--- src/rtl/pot_scan_sequencer.sv ---
// Round-robin scheduler sharing one A2D master among six slide pots; captures
// each 12-bit result into a per-slot gain register with paced, watchdogged requests.
module pot_scan_sequencer #(
  parameter int unsigned GAP_CYC     = 16,
  parameter int unsigned TIMEOUT_CYC = 2048
) (
  input  logic        clk,
  input  logic        rst,
  input  logic        en,
  input  logic [5:0]  band_mask,
  output logic        strt_cnv,
  output logic [2:0]  chnnl,
  input  logic        cnv_cmplt,
  input  logic [11:0] res,
  output logic [11:0] lp_gain,
  output logic [11:0] b1_gain,
  output logic [11:0] b2_gain,
  output logic [11:0] b3_gain,
  output logic [11:0] hp_gain,
  output logic [11:0] volume,
  output logic        upd_vld,
  output logic [2:0]  upd_idx,
  output logic        scan_done,
  output logic        timeout_err,
  input  logic        clr_err
);

  localparam int unsigned CNT_MAX = (TIMEOUT_CYC > GAP_CYC) ? TIMEOUT_CYC : GAP_CYC;
  localparam int unsigned CW      = $clog2(CNT_MAX + 1);

  typedef enum logic [2:0] {IDLE, SEL, START, WAIT, GAP} state_t;

  state_t        state, state_n;
  logic [2:0]    ptr, ptr_n;
  logic [CW-1:0] cnt, cnt_n;
  logic          is_last;
  logic          sel_hit, capture, wd_expire;
  logic [11:0]   gain_q [6];

  function automatic logic [2:0] chan_of(input logic [2:0] slot);
    logic [2:0] ch;
    case (slot)
      3'd0:    ch = 3'd1;
      3'd1:    ch = 3'd0;
      3'd2:    ch = 3'd4;
      3'd3:    ch = 3'd2;
      3'd4:    ch = 3'd3;
      3'd5:    ch = 3'd7;
      default: ch = 3'd0;
    endcase
    return ch;
  endfunction

  function automatic logic [2:0] top_slot(input logic [5:0] m);
    logic [2:0] t;
    t = '0;
    for (int unsigned i = 0; i < 6; i++)
      if (m[i]) t = 3'(i);
    return t;
  endfunction

  function automatic logic [2:0] next_ptr(input logic [2:0] p);
    return (p == 3'd5) ? 3'd0 : p + 3'd1;
  endfunction

  always_ff @(posedge clk) begin
    if (rst) begin
      state <= IDLE;
      ptr   <= '0;
      cnt   <= '0;
    end else begin
      state <= state_n;
      ptr   <= ptr_n;
      cnt   <= cnt_n;
    end
  end

  // One counter serves as watchdog in WAIT and as pacing timer in GAP.
  always_comb begin
    state_n   = state;
    ptr_n     = ptr;
    cnt_n     = cnt;
    sel_hit   = 1'b0;
    capture   = 1'b0;
    wd_expire = 1'b0;
    case (state)
      IDLE: begin
        ptr_n = '0;
        cnt_n = '0;
        if (en && (band_mask != '0)) state_n = SEL;
      end
      SEL: begin
        if (band_mask == '0) begin
          state_n = IDLE;
          ptr_n   = '0;
        end else if (band_mask[ptr]) begin
          sel_hit = 1'b1;
          state_n = START;
        end else begin
          ptr_n = next_ptr(ptr);
        end
      end
      START: begin
        cnt_n   = '0;
        state_n = WAIT;
      end
      WAIT: begin
        if (cnv_cmplt) begin
          capture = 1'b1;
          cnt_n   = '0;
          state_n = GAP;
        end else if (cnt == CW'(TIMEOUT_CYC - 1)) begin
          wd_expire = 1'b1;
          cnt_n     = '0;
          state_n   = GAP;
        end else begin
          cnt_n = cnt + CW'(1);
        end
      end
      GAP: begin
        if (cnt == CW'(GAP_CYC - 1)) begin
          cnt_n = '0;
          if (en && (band_mask != '0)) begin
            state_n = SEL;
            ptr_n   = next_ptr(ptr);
          end else begin
            state_n = IDLE;
            ptr_n   = '0;
          end
        end else begin
          cnt_n = cnt + CW'(1);
        end
      end
      default: begin
        state_n = IDLE;
        ptr_n   = '0;
        cnt_n   = '0;
      end
    endcase
  end

  always_ff @(posedge clk) begin
    if (rst) begin
      strt_cnv    <= 1'b0;
      chnnl       <= '0;
      is_last     <= 1'b0;
      upd_vld     <= 1'b0;
      upd_idx     <= '0;
      scan_done   <= 1'b0;
      timeout_err <= 1'b0;
      for (int unsigned i = 0; i < 6; i++) gain_q[i] <= 12'h800;
    end else begin
      strt_cnv  <= sel_hit;
      upd_vld   <= capture;
      scan_done <= (capture || wd_expire) && is_last;
      if (sel_hit) begin
        chnnl   <= chan_of(ptr);
        is_last <= (ptr == top_slot(band_mask));
      end
      if (capture) upd_idx <= ptr;
      for (int unsigned i = 0; i < 6; i++)
        if (capture && (ptr == 3'(i))) gain_q[i] <= res;
      // A timeout in the same cycle as clr_err keeps the flag set.
      timeout_err <= wd_expire | (timeout_err & ~clr_err);
    end
  end

  assign lp_gain = gain_q[0];
  assign b1_gain = gain_q[1];
  assign b2_gain = gain_q[2];
  assign b3_gain = gain_q[3];
  assign hp_gain = gain_q[4];
  assign volume  = gain_q[5];

endmodule
--- config.mk ---
export PLATFORM = sky130hd
export DESIGN_NAME = pot_scan_sequencer
export DESIGN_NICKNAME = d
export VERILOG_FILES = /design/src/rtl/pot_scan_sequencer.sv
export SDC_FILE = /design/constraint.sdc
export NUM_CORES = 1
export LEC_CHECK = 0
export CORE_MARGIN = 2
export CORE_UTILIZATION = 44
export CTS_BUF_LIST = sky130_fd_sc_hd__clkbuf_16
export CTS_CLUSTER_DIAMETER = 30
export DETAILED_ROUTE_END_ITERATION = 12
export GPL_TIMING_DRIVEN = 0
export PLACE_DENSITY = 0.72
export SETUP_SLACK_MARGIN = 0.02
export SLEW_MARGIN = 20
export SYNTH_ARGS = -nofsm -noshare
export SYNTH_HDL_FRONTEND = slang
export SYNTH_SLANG_ARGS = --single-unit
--- constraint.sdc ---
create_clock -name clk -period 2.55 [get_ports clk]
set_input_delay 0.51 -clock clk [delete_from_list [all_inputs] [get_ports clk]]
set_output_delay 0.51 -clock clk [all_outputs]
set_load 0.005 [all_outputs]
==> flow_metrics.py, run 1 <==
metrics = {
    "drt": {
        "drt-total-wl_um": 9530,
        "drc": 0,
        "drtPass1Iterations": 6,
        "ant_nets": 0,
        "first_iter_violations": 105,
        "wire_per_inst_um": 15.9,
        "routed_via_density": 5.12,
        "vias": 3063,
    },
    "sta": {
        "fin_crit_ns": 2.47,
        "maxSlewViolCount": 0,
        "hold_violations": 0,
        "clock_skew_ns": 0.00733,
        "rsz0062_at_grt": "false",
        "worst_pin_slew_ns": 0.666,
        "finalSetupViolations": 0,
        "tns_ns": 0,
        "finalCritPeriodShare": 0.967,
        "slew_headroom": 0.554,
        "clock.fmax_mhz": 406,
    },
    "clock_network": {
        "htreeDepth": 3,
        "cts_buffer_depth": 2,
        "clkTransAtPathRegs_ns": 0.07,
        "cts_sinks": 101,
        "numCtsBuffers": 9,
        "cts_tree": "yes",
        "clk_latency_ns": 0.34,
        "root_buffer": "clkbuf_16",
        "postCtsHoldBufs": 0,
    },
    "synth": {
        "ys_seq_area_frac": 0.644,
        "synth.avg_cell_area_sq_um": 12.3,
        "ys.flop_type": "edfxtp_1",
        "async_flop_share": 0,
        "synth_edf_count": 72,
        "syn_inst": 345,
        "syn_nets": 370,
        "yosys_warnings": 0,
        "syn_area_sq_mm": 0.00426,
        "ys_ff_latch": 101,
        "yosysUniqueCellTypes": 51,
    },
    "power": {
        "comb_power_share": 0.089,
        "power_w": 0.00364,
        "power_density_mw_per_mm2": 623,
        "power.switching_w": 0.000801,
        "seqPwrFrac": 0.502,
        "swShare": 0.220,
        "internal-power_w": 0.00284,
        "power_frac_clock": 0.409,
        "leakage_nw": 2.11,
        "ir_drop_mv": 0.437,
    },
    "cells_and_area": {
        "fill_cells": 764,
        "utilization": 0.626,
        "drive_above_1_share": 0.0874,
        "final_nets": 489,
        "mostFrequentLayoutCells": "clkdlybuf4s50_1, edfxtp_1, and2_1",
        "syn_to_final_growth_pct": 37.2,
        "final_common_cell": "clkdlybuf4s50_1",
        "antenna_cells": 0,
    },
    "worst_setup_path": {
        "regToRegSetupSlack_ns": 0.22,
        "cp.required_ns": 2.82,
        "path_max_fanout": 10,
        "max_stage_delay_ns": 0.57,
        "start_kind": "input pin",
        "path_cells": "clkdlybuf4s50_1 -> mux2_1 -> a222oi_1 -> nor3_2 -> or3b_1 -> o22ai_2",
        "end_kind": "flop",
        "cp.arrival_ns": 2.73,
        "slowest_stage": "a222oi_1",
        "crit_type": "input pin to flop",
        "cp_top_family": "compound AO/OA/AOI/OAI gates",
        "critical_path_buf_inv_count": 1,
    },
    "global_route": {
        "grt_use_met1": 0.247,
        "grt_busiest_layer": "met2",
        "grt_pass1_vias": 2949,
        "grtUsageMet2": 0.316,
        "grt_pass1_wl_um": 15000,
        "grt_max_degree": 19,
        "grt_overflow": 0,
        "use_met3": 0.0349,
        "grt_use_total": 0.190,
        "antenna_found_initial": 0,
    },
    "hold_path": {
        "min_path_type": "flop to flop",
    },
    "placement": {
        "dpl.hpwl_um": 7010,
        "io_buffers": 103,
        "gp_congestion": 0.862,
    },
    "die": {
        "die_w_um": 102,
        "die_area_sq_mm": 0.0105,
        "fp.dieH_um": 102,
        "io_pins": 105,
        "initial_core_util": 0.457,
        "row_count": 35,
        "core_sq_mm": 0.00933,
    },
    "status": {
        "status": "completed",
    },
    "job": {
        "cap_violations": 0,
    },
}
[registers in the layout, indices dropped and copies added, names as in the netlist]
name,cells
upd_vld,1
upd_idx,3
scan_done,1
gain_q,72
chnnl,3
state,3
cnt,12
timeout_err,1
ptr,3
strt_cnv,1
is_last,1
[per-stage QoR]
stage          instances  hold slack, ns  instance area (sq um)  setup WS, ns
2_1_floorplan        345           0.424                   4260       -0.0469
3_3_place_gp         577           0.455                   5450        -0.745
3_5_place_dp         581           0.457                   5480        -0.220
4_1_cts              597           0.468                   5810        0.0614
5_1_grt              598           0.510                   5840        0.0419
6_report             598           0.463                   5840        0.0848
[area by class of cell]
| type | count | area (sq um) | share of cell area |
|---|---|---|---|
| sequential | 101 | 2740 | 0.469 |
| buffer | 15 | 96.3 | 0.0165 |
| timing repair buffer | 108 | 1080 | 0.185 |
| inverter | 7 | 26.3 | 0.00450 |
| multi-input combinational | 222 | 1410 | 0.241 |
| tap | 129 | 161 | 0.0276 |
| clock inverter | 7 | 104 | 0.0178 |
| clock buffer | 9 | 225 | 0.0385 |
[cells by family (layout without fill, tap and decap cells)]
| group | Yosys count | in the layout | share of synthesized area |
|---|---|---|---|
| buf+inv | 22 | 146 | 0.0285 |
| mux | 8 | 8 | 0.0200 |
| fa+ha+maj | 2 | 2 | 0.00587 |
| flops | 101 | 101 | 0.644 |
| compound gates | 40 | 40 | 0.0679 |
| xor+xnor | 8 | 8 | 0.0165 |
| simple gates | 164 | 164 | 0.217 |
[metal layers]
metal	wire length, um	part of all wire
met1	4270	0.45
met2	4630	0.49
met3	470	0.049
met4	163	0.017
met5	0	0
[final timing paths]
kind                      from        end  depth (start not counted)
setup reg to reg        ptr[0]     ptr[0]                          6
hold reg to reg        is_last  scan_done                          2
setup / recovery  band_mask[1]     ptr[0]                          6
hold / removal         is_last  scan_done                          2
[what timing repair did]
action                                  in CTS  in global routing
pin swaps                                    0                  1
setup buffers                                0                  1
endpoints found under the setup margin      24                 91
gates resized for setup                      2                  4
[Yosys cell counts, drive strengths merged (2+ instances only)]
library cell | n | share of area
edfxtp | 72 | 0.51
and2 | 56 | 0.082
nor2 | 31 | 0.027
dfxtp | 29 | 0.14
nand2 | 16 | 0.014
clkbuf | 14 | 0.015
a21oi | 11 | 0.013
and3 | 11 | 0.016
o21ai | 11 | 0.015
nor3 | 10 | 0.014
nand3 | 7 | 0.0082
nand2b | 6 | 0.0088
nor2b | 6 | 0.0088
inv | 5 | 0.0044
nor4 | 5 | 0.0073
xnor2 | 5 | 0.010
mux2 | 4 | 0.011
mux2i | 4 | 0.0094
nand4 | 3 | 0.0044
or4 | 3 | 0.0062
xor2 | 3 | 0.0062
a2111oi | 2 | 0.0041
a211oi | 2 | 0.0035
a31oi | 2 | 0.0029
clkinv | 2 | 0.0018
ha | 2 | 0.0059
nand3b | 2 | 0.0035
nor3b | 2 | 0.0047
nor4b | 2 | 0.0041
o311ai | 2 | 0.0041
or3 | 2 | 0.0029
[worst reg2reg max path, stage by stage (launching register included)]
cell and delay (ns):
dfxtp_1 0.38, clkbuf_1 0.39, nor2_1 0.18, a222oi_1 0.49, nor3_2 0.24, or3b_1 0.45, o22ai_2 0.14
[power by group through the flow]
stage | combinational [W] | sequential [W] | clock [W]
3_5_place_dp | 0.000318 | 0.00186 | 0
5_1_grt | 0.000354 | 0.00183 | 0.00158
2_1_floorplan | 0.000132 | 0.00186 | 0
6_report | 0.000326 | 0.00183 | 0.00149
4_1_cts | 0.000321 | 0.00183 | 0.00150
3_3_place_gp | 0.000309 | 0.00186 | 0
(Power assumes the default switching activity.)
==> run 2, diff against run 1 <==
--- a/config.mk
+++ b/config.mk
@@ -6,12 +6,12 @@
 export NUM_CORES = 1
 export LEC_CHECK = 0
 export CORE_MARGIN = 2
-export CORE_UTILIZATION = 44
+export CORE_UTILIZATION = 49
 export CTS_BUF_LIST = sky130_fd_sc_hd__clkbuf_16
 export CTS_CLUSTER_DIAMETER = 30
 export DETAILED_ROUTE_END_ITERATION = 12
 export GPL_TIMING_DRIVEN = 0
-export PLACE_DENSITY = 0.72
+export PLACE_DENSITY = 0.76
 export SETUP_SLACK_MARGIN = 0.02
 export SLEW_MARGIN = 20
 export SYNTH_ARGS = -nofsm -noshare
==> constraint.sdc (replaced) <==
create_clock -name clk -period 2.6 [get_ports clk]
set_input_delay 0.52 -clock clk [delete_from_list [all_inputs] [get_ports clk]]
set_output_delay 0.52 -clock clk [all_outputs]
set_load 0.005 [all_outputs]
==> run 2 against run 1 <==
Effect of this change:
- via count grew 1.8%
- sequential power shrank 2%
- sequential share of layout area grew 0.82 points
- non-clock buffer count shrank 2
- die area shrank 9.8%
- first-iteration DRC count grew 25%
- core utilization grew 4.2 points
- worst setup slack gained 0.018 ns
- critical path type unchanged
- largest cell class unchanged
- largest power group unchanged
==> flow_metrics.py, run 2 (synthesized netlist as in run 1, its figures left out) <==
metrics = {
    "status": {
        "status": "completed",
    },
    "power": {
        "ir_drop_mv": 0.369,
        "power_w": 0.00337,
        "power_density_mw_per_mm2": 587,
        "leakage_nw": 2.06,
    },
    "worst_setup_path": {
        "start_kind": "input pin",
        "end_kind": "flop",
        "r2r-start": "state[2]",
        "ff2ff_path_depth": 5,
        "cp.arrival_ns": 2.76,
        "path_max_fanout": 10,
        "regToRegSetupSlack_ns": 0.25,
        "timing.rr.end": "gain_q[2][4]",
        "crit_path_start": "band_mask[1]",
        "crit_type": "input pin to flop",
        "cp.required_ns": 2.86,
    },
    "sta": {
        "clock.fmax_mhz": 400,
        "slew_headroom": 0.560,
        "hold_violations": 0,
        "worst_pin_slew_ns": 0.656,
        "holdWs_ns": 0.512,
        "maxSlewViolCount": 0,
        "finalCritPeriodShare": 0.961,
        "fin_crit_ns": 2.50,
        "rsz0062_at_grt": "false",
        "clock_skew_ns": 0.00584,
        "layout_setup_ws_ns": 0.102,
        "finalSetupViolations": 0,
    },
    "cells_and_area": {
        "final_nets": 487,
        "mostFrequentLayoutCells": "clkdlybuf4s50_1, edfxtp_1, and2_1",
        "antenna_cells": 0,
        "final_common_cell": "clkdlybuf4s50_1",
        "drive_above_1_share": 0.0835,
        "reg.largest.list": "gain_q: 72 flops, cnt: 12 flops",
        "largest_register": "gain_q",
        "largest_reg_flops": 72,
        "fill_cells": 648,
        "syn_to_final_growth_pct": 34.8,
    },
    "drt": {
        "routed_via_density": 5.42,
        "drt-total-wl_um": 9710,
        "vias": 3117,
        "drc": 0,
        "drtPass1Iterations": 4,
        "wire_per_inst_um": 16.9,
        "first_iter_violations": 131,
        "ant_nets": 0,
    },
    "die": {
        "die_w_um": 97.2,
        "die_area_sq_mm": 0.00945,
        "fp.dieH_um": 97.2,
        "row_count": 34,
        "core_sq_mm": 0.00859,
        "io_pins": 105,
        "initial_core_util": 0.496,
    },
    "global_route": {
        "antenna_found_initial": 0,
        "grt_use_total": 0.207,
        "grt_max_degree": 19,
        "grt_overflow": 0,
        "grt_pass1_wl_um": 15600,
        "grt_pass1_vias": 2996,
    },
    "clock_network": {
        "root_buffer": "clkbuf_16",
        "htreeDepth": 3,
        "clkTransAtPathRegs_ns": 0.07,
        "post_cts_buffers": 0,
        "cts_tree": "yes",
        "cts_sinks": 101,
        "numCtsBuffers": 9,
        "clk_latency_ns": 0.34,
        "cts_buffer_depth": 2,
    },
    "job": {
        "cap_violations": 0,
    },
    "placement": {
        "io_buffers": 103,
        "gp_congestion": 0.901,
        "dp_slack_ns": -0.291,
        "dpl.hpwl_um": 7200,
    },
    "hold_path": {
        "min_path_type": "flop to flop",
        "hold_start": "chnnl[1]",
        "hold_depth": 2,
        "hold_end": "chnnl[1]",
    },
}
run 2: cell types whose count changed in the layout (fill, tap and decap cells not counted), sizes merged:
cell      previous run  this run
buf                  5         3
clkinvlp             0         3
bufinv               2         0
inv                  8         7
run 2: power by group:
part	switching (W)	total (W)	leakage [nW]	internal [W]
registers	0.0000239	0.00179	0.956	0.00177
clock network	0.000605	0.00127	0.131	0.000662
logic	0.000157	0.000315	0.974	0.000158
total	0.000786	0.00337	2.06	0.00259
run 2: per-stage QoR:
step	utilization	setup TNS (ns)	cell area, sq um	cells
6_report	0.668	0	5740	575
5_1_grt	0.668	0	5740	575
4_1_cts	0.668	0	5740	575
3_5_place_dp	0.634	-7.83	5450	559
3_3_place_gp	0.631	-34.73	5430	556
2_1_floorplan	-	0	4260	345
run 2: layout make-up:
cell class              count  area, sq um  area share
multi-input cells         222         1410       0.245
repair buffers            106         1050       0.183
inverters                   7         26.3     0.00458
flip-flops and latches    101         2740       0.478
well taps                 108          135      0.0235
clock buffers               9          225      0.0392
plain buffers              15         96.3      0.0168
clock inverters             7         58.8      0.0102
run 2: worst max path at each step:
stage | endpoint | slack (ns) | cells past startpoint
after floorplan | gain_q[2][0] | 0.003 | 5
after global placement | gain_q[1][5] | -0.74 | 4
after detailed placement | gain_q[2][1] | -0.29 | 4
after CTS | gain_q[4][9] | 0.07 | 7
after global routing | ptr[1] | 0.02 | 6
final | ptr[0] | 0.10 | 6
run 2: repair_timing:
action                     CTS  global route
resized for setup            3             3
pin swaps                    0             0
setup endpoints to repair   36            93
hold endpoints to repair     0             0
hold buffers                 0             0
gates cloned                 0             0
run 2: critical path, cell delays in order:
cell and delay, ns:
clkdlybuf4s50_1 0.51, mux2_1 0.33, a222oi_1 0.58, nor3_2 0.22, or3b_1 0.45, o22ai_2 0.14
run 2: routing by layer:
layer | GRT usage | routed length, um | vias up
met5 | 0 | 0 | -
met4 | 0.0737 | 196 | 0
met3 | 0.0345 | 504 | 14
met2 | 0.353 | 4840 | 124
met1 | 0.270 | 4170 | 1502
li1 | - | - | 1477
==> run 3, diff against run 2 <==
--- a/config.mk
+++ b/config.mk
@@ -12,6 +12,7 @@
 export DETAILED_ROUTE_END_ITERATION = 12
 export GPL_TIMING_DRIVEN = 0
 export PLACE_DENSITY = 0.76
+export RECOVER_POWER = 50
 export SETUP_SLACK_MARGIN = 0.02
 export SLEW_MARGIN = 20
 export SYNTH_ARGS = -nofsm -noshare
==> run 3 against run 2 <==
Effect of this change:
- hold slack worse by 0.0045 ns
- largest cell class unchanged
- sequential share of layout area increased by 0.28 points
- critical path type unchanged
- flip-flop and latch count is the same
==> flow_metrics.py, run 3 (synthesized netlist as in run 1, its figures left out) <==
metrics = {
    "sta": {
        "worst_pin_slew_ns": 1.14,
        "clock.fmax_mhz": 410,
        "hold_violations": 0,
        "finalSetupViolations": 0,
        "rsz0062_at_grt": "false",
        "holdWs_ns": 0.507,
        "slew_headroom": 0.242,
        "tns_ns": 0,
        "layout_setup_ws_ns": 0.164,
        "maxSlewViolCount": 0,
        "finalCritPeriodShare": 0.937,
        "fin_crit_ns": 2.44,
        "clock_skew_ns": 0.00567,
    },
    "die": {
        "die_area_sq_mm": 0.00945,
        "fp.dieH_um": 97.2,
        "io_pins": 105,
        "row_count": 34,
        "die_w_um": 97.2,
        "initial_core_util": 0.496,
        "core_sq_mm": 0.00859,
    },
    "drt": {
        "drtPass1Iterations": 4,
        "first_iter_violations": 132,
        "drt-total-wl_um": 9680,
        "ant_nets": 0,
        "drc": 0,
        "vias": 3079,
        "routed_via_density": 5.35,
        "wire_per_inst_um": 16.8,
    },
    "placement": {
        "gp_congestion": 0.901,
        "place_area_sq_mm": 0.00545,
        "dp_slack_ns": -0.291,
        "dpl.hpwl_um": 7200,
        "io_buffers": 103,
    },
    "clock_network": {
        "htreeDepth": 3,
        "postCtsHoldBufs": 0,
        "cts_tree": "yes",
        "numCtsBuffers": 9,
        "root_buffer": "clkbuf_16",
        "clkTransAtPathRegs_ns": 0.07,
        "cts_buffer_depth": 2,
        "cts_sinks": 101,
        "clk_latency_ns": 0.33,
    },
    "worst_setup_path": {
        "end_kind": "flop",
        "cp.arrival_ns": 2.70,
        "cp_top_family": "compound AO/OA/AOI/OAI gates",
        "start_kind": "input pin",
        "path_cells": "clkdlybuf4s50_1 -> mux2_1 -> a222oi_1 -> nor3_2 -> or3b_1 -> o22ai_2",
        "crit_type": "input pin to flop",
        "path_max_fanout": 10,
        "slowest_stage": "a222oi_1",
        "max_stage_delay_ns": 0.55,
        "cp.required_ns": 2.86,
        "crit_path_start": "band_mask[1]",
        "r2r-start": "state[2]",
        "critical_path_buf_inv_count": 1,
    },
    "cells_and_area": {
        "fill_cells": 651,
        "final_nets": 487,
        "antenna_cells": 0,
        "multi_input_area_sq_mm": 0.00140,
        "largest_reg_flops": 72,
        "final_common_cell": "dlygate4sd3_1",
        "largest_register": "gain_q",
        "drive_above_1_share": 0.0792,
        "reg.largest.list": "gain_q: 72 flops, cnt: 12 flops",
        "stdcell_area_sq_mm": 0.00571,
        "regArea_sq_mm": 0.00274,
        "syn_to_final_growth_pct": 34.0,
        "mostFrequentLayoutCells": "dlygate4sd3_1, edfxtp_1, and2_1",
    },
    "power": {
        "power_w": 0.00334,
        "power_density_mw_per_mm2": 585,
        "leakage_nw": 2.15,
        "ir_drop_mv": 0.363,
    },
    "global_route": {
        "grt_max_degree": 19,
        "grt_pass1_wl_um": 15600,
        "grt_use_total": 0.207,
        "grt_pass1_vias": 2996,
        "grt_overflow": 0,
        "antenna_found_initial": 0,
    },
    "hold_path": {
        "min_path_type": "flop to flop",
        "hold_start": "chnnl[1]",
    },
    "job": {
        "cap_violations": 0,
    },
    "status": {
        "status": "completed",
    },
}
-- run 3: changes by cell type in the layout (fill, tap and decap cells not counted) --
cell             before  now
clkdlybuf4s50_1     103   21
dlygate4sd3_1         0   82
and2_0                0    6
and2_1               56   50
bufbuf_16             1    0
clkbuf_1             12   13
nor3b_1               1    2
nor3b_2               1    0
-- run 3: per-stage QoR --
step | util | std cells
finish | 0.664 | 575
global placement | 0.631 | 556
CTS | 0.668 | 575
global route | 0.664 | 575
floorplan | - | 345
detailed placement | 0.634 | 559
-- run 3: worst register-to-register path, delay by kind of cell (launching register included) --
family,cells,cell delay (ns)
simple gates,4,1.33
buf+inv,2,0.56
flops,1,0.30
-- run 3: worst paths after layout --
| check | to | slack (ns) | depth (start not counted) |
|---|---|---|---|
| worst max register to register | gain_q[0][6] | 0.28 | 6 |
| worst max-delay path | ptr[0] | 0.16 | 6 |
| worst min-delay path | chnnl[1] | 0.51 | 2 |
| worst min register to register | chnnl[1] | 0.51 | 2 |
-- run 3: layer usage --
layer  wire (um)  track usage  vias to the layer above  share of wire
met1        4090        0.270                     1477           0.42
met3         560       0.0345                        8          0.058
met5           0            0                        -              0
met2        4890        0.353                      120           0.51
met4         131       0.0737                        0          0.014
li1            -            -                     1474              -
-- run 3: final cells by class --
cell class,instances,share of cell area
well taps,108,0.0237
clock inverters,7,0.0103
multi-input cells,222,0.245
inverters,7,0.00460
flip-flops and latches,101,0.480
plain buffers,15,0.0118
repair buffers,106,0.185
clock buffers,9,0.0394
-- run 3: power by group --
group / leakage, nW / internal [W] / switching [W] / total (W)
registers: 0.956 / 0.00177 / 0.0000221 / 0.00179
clock network: 0.131 / 0.000662 / 0.000597 / 0.00126
logic: 1.06 / 0.000138 / 0.000156 / 0.000294
-- run 3: repair_timing --
item / 4_1_cts / 5_1_grt
buffers inserted: 0 / 0
setup endpoints to repair: 36 / 93
resized for setup: 3 / 3
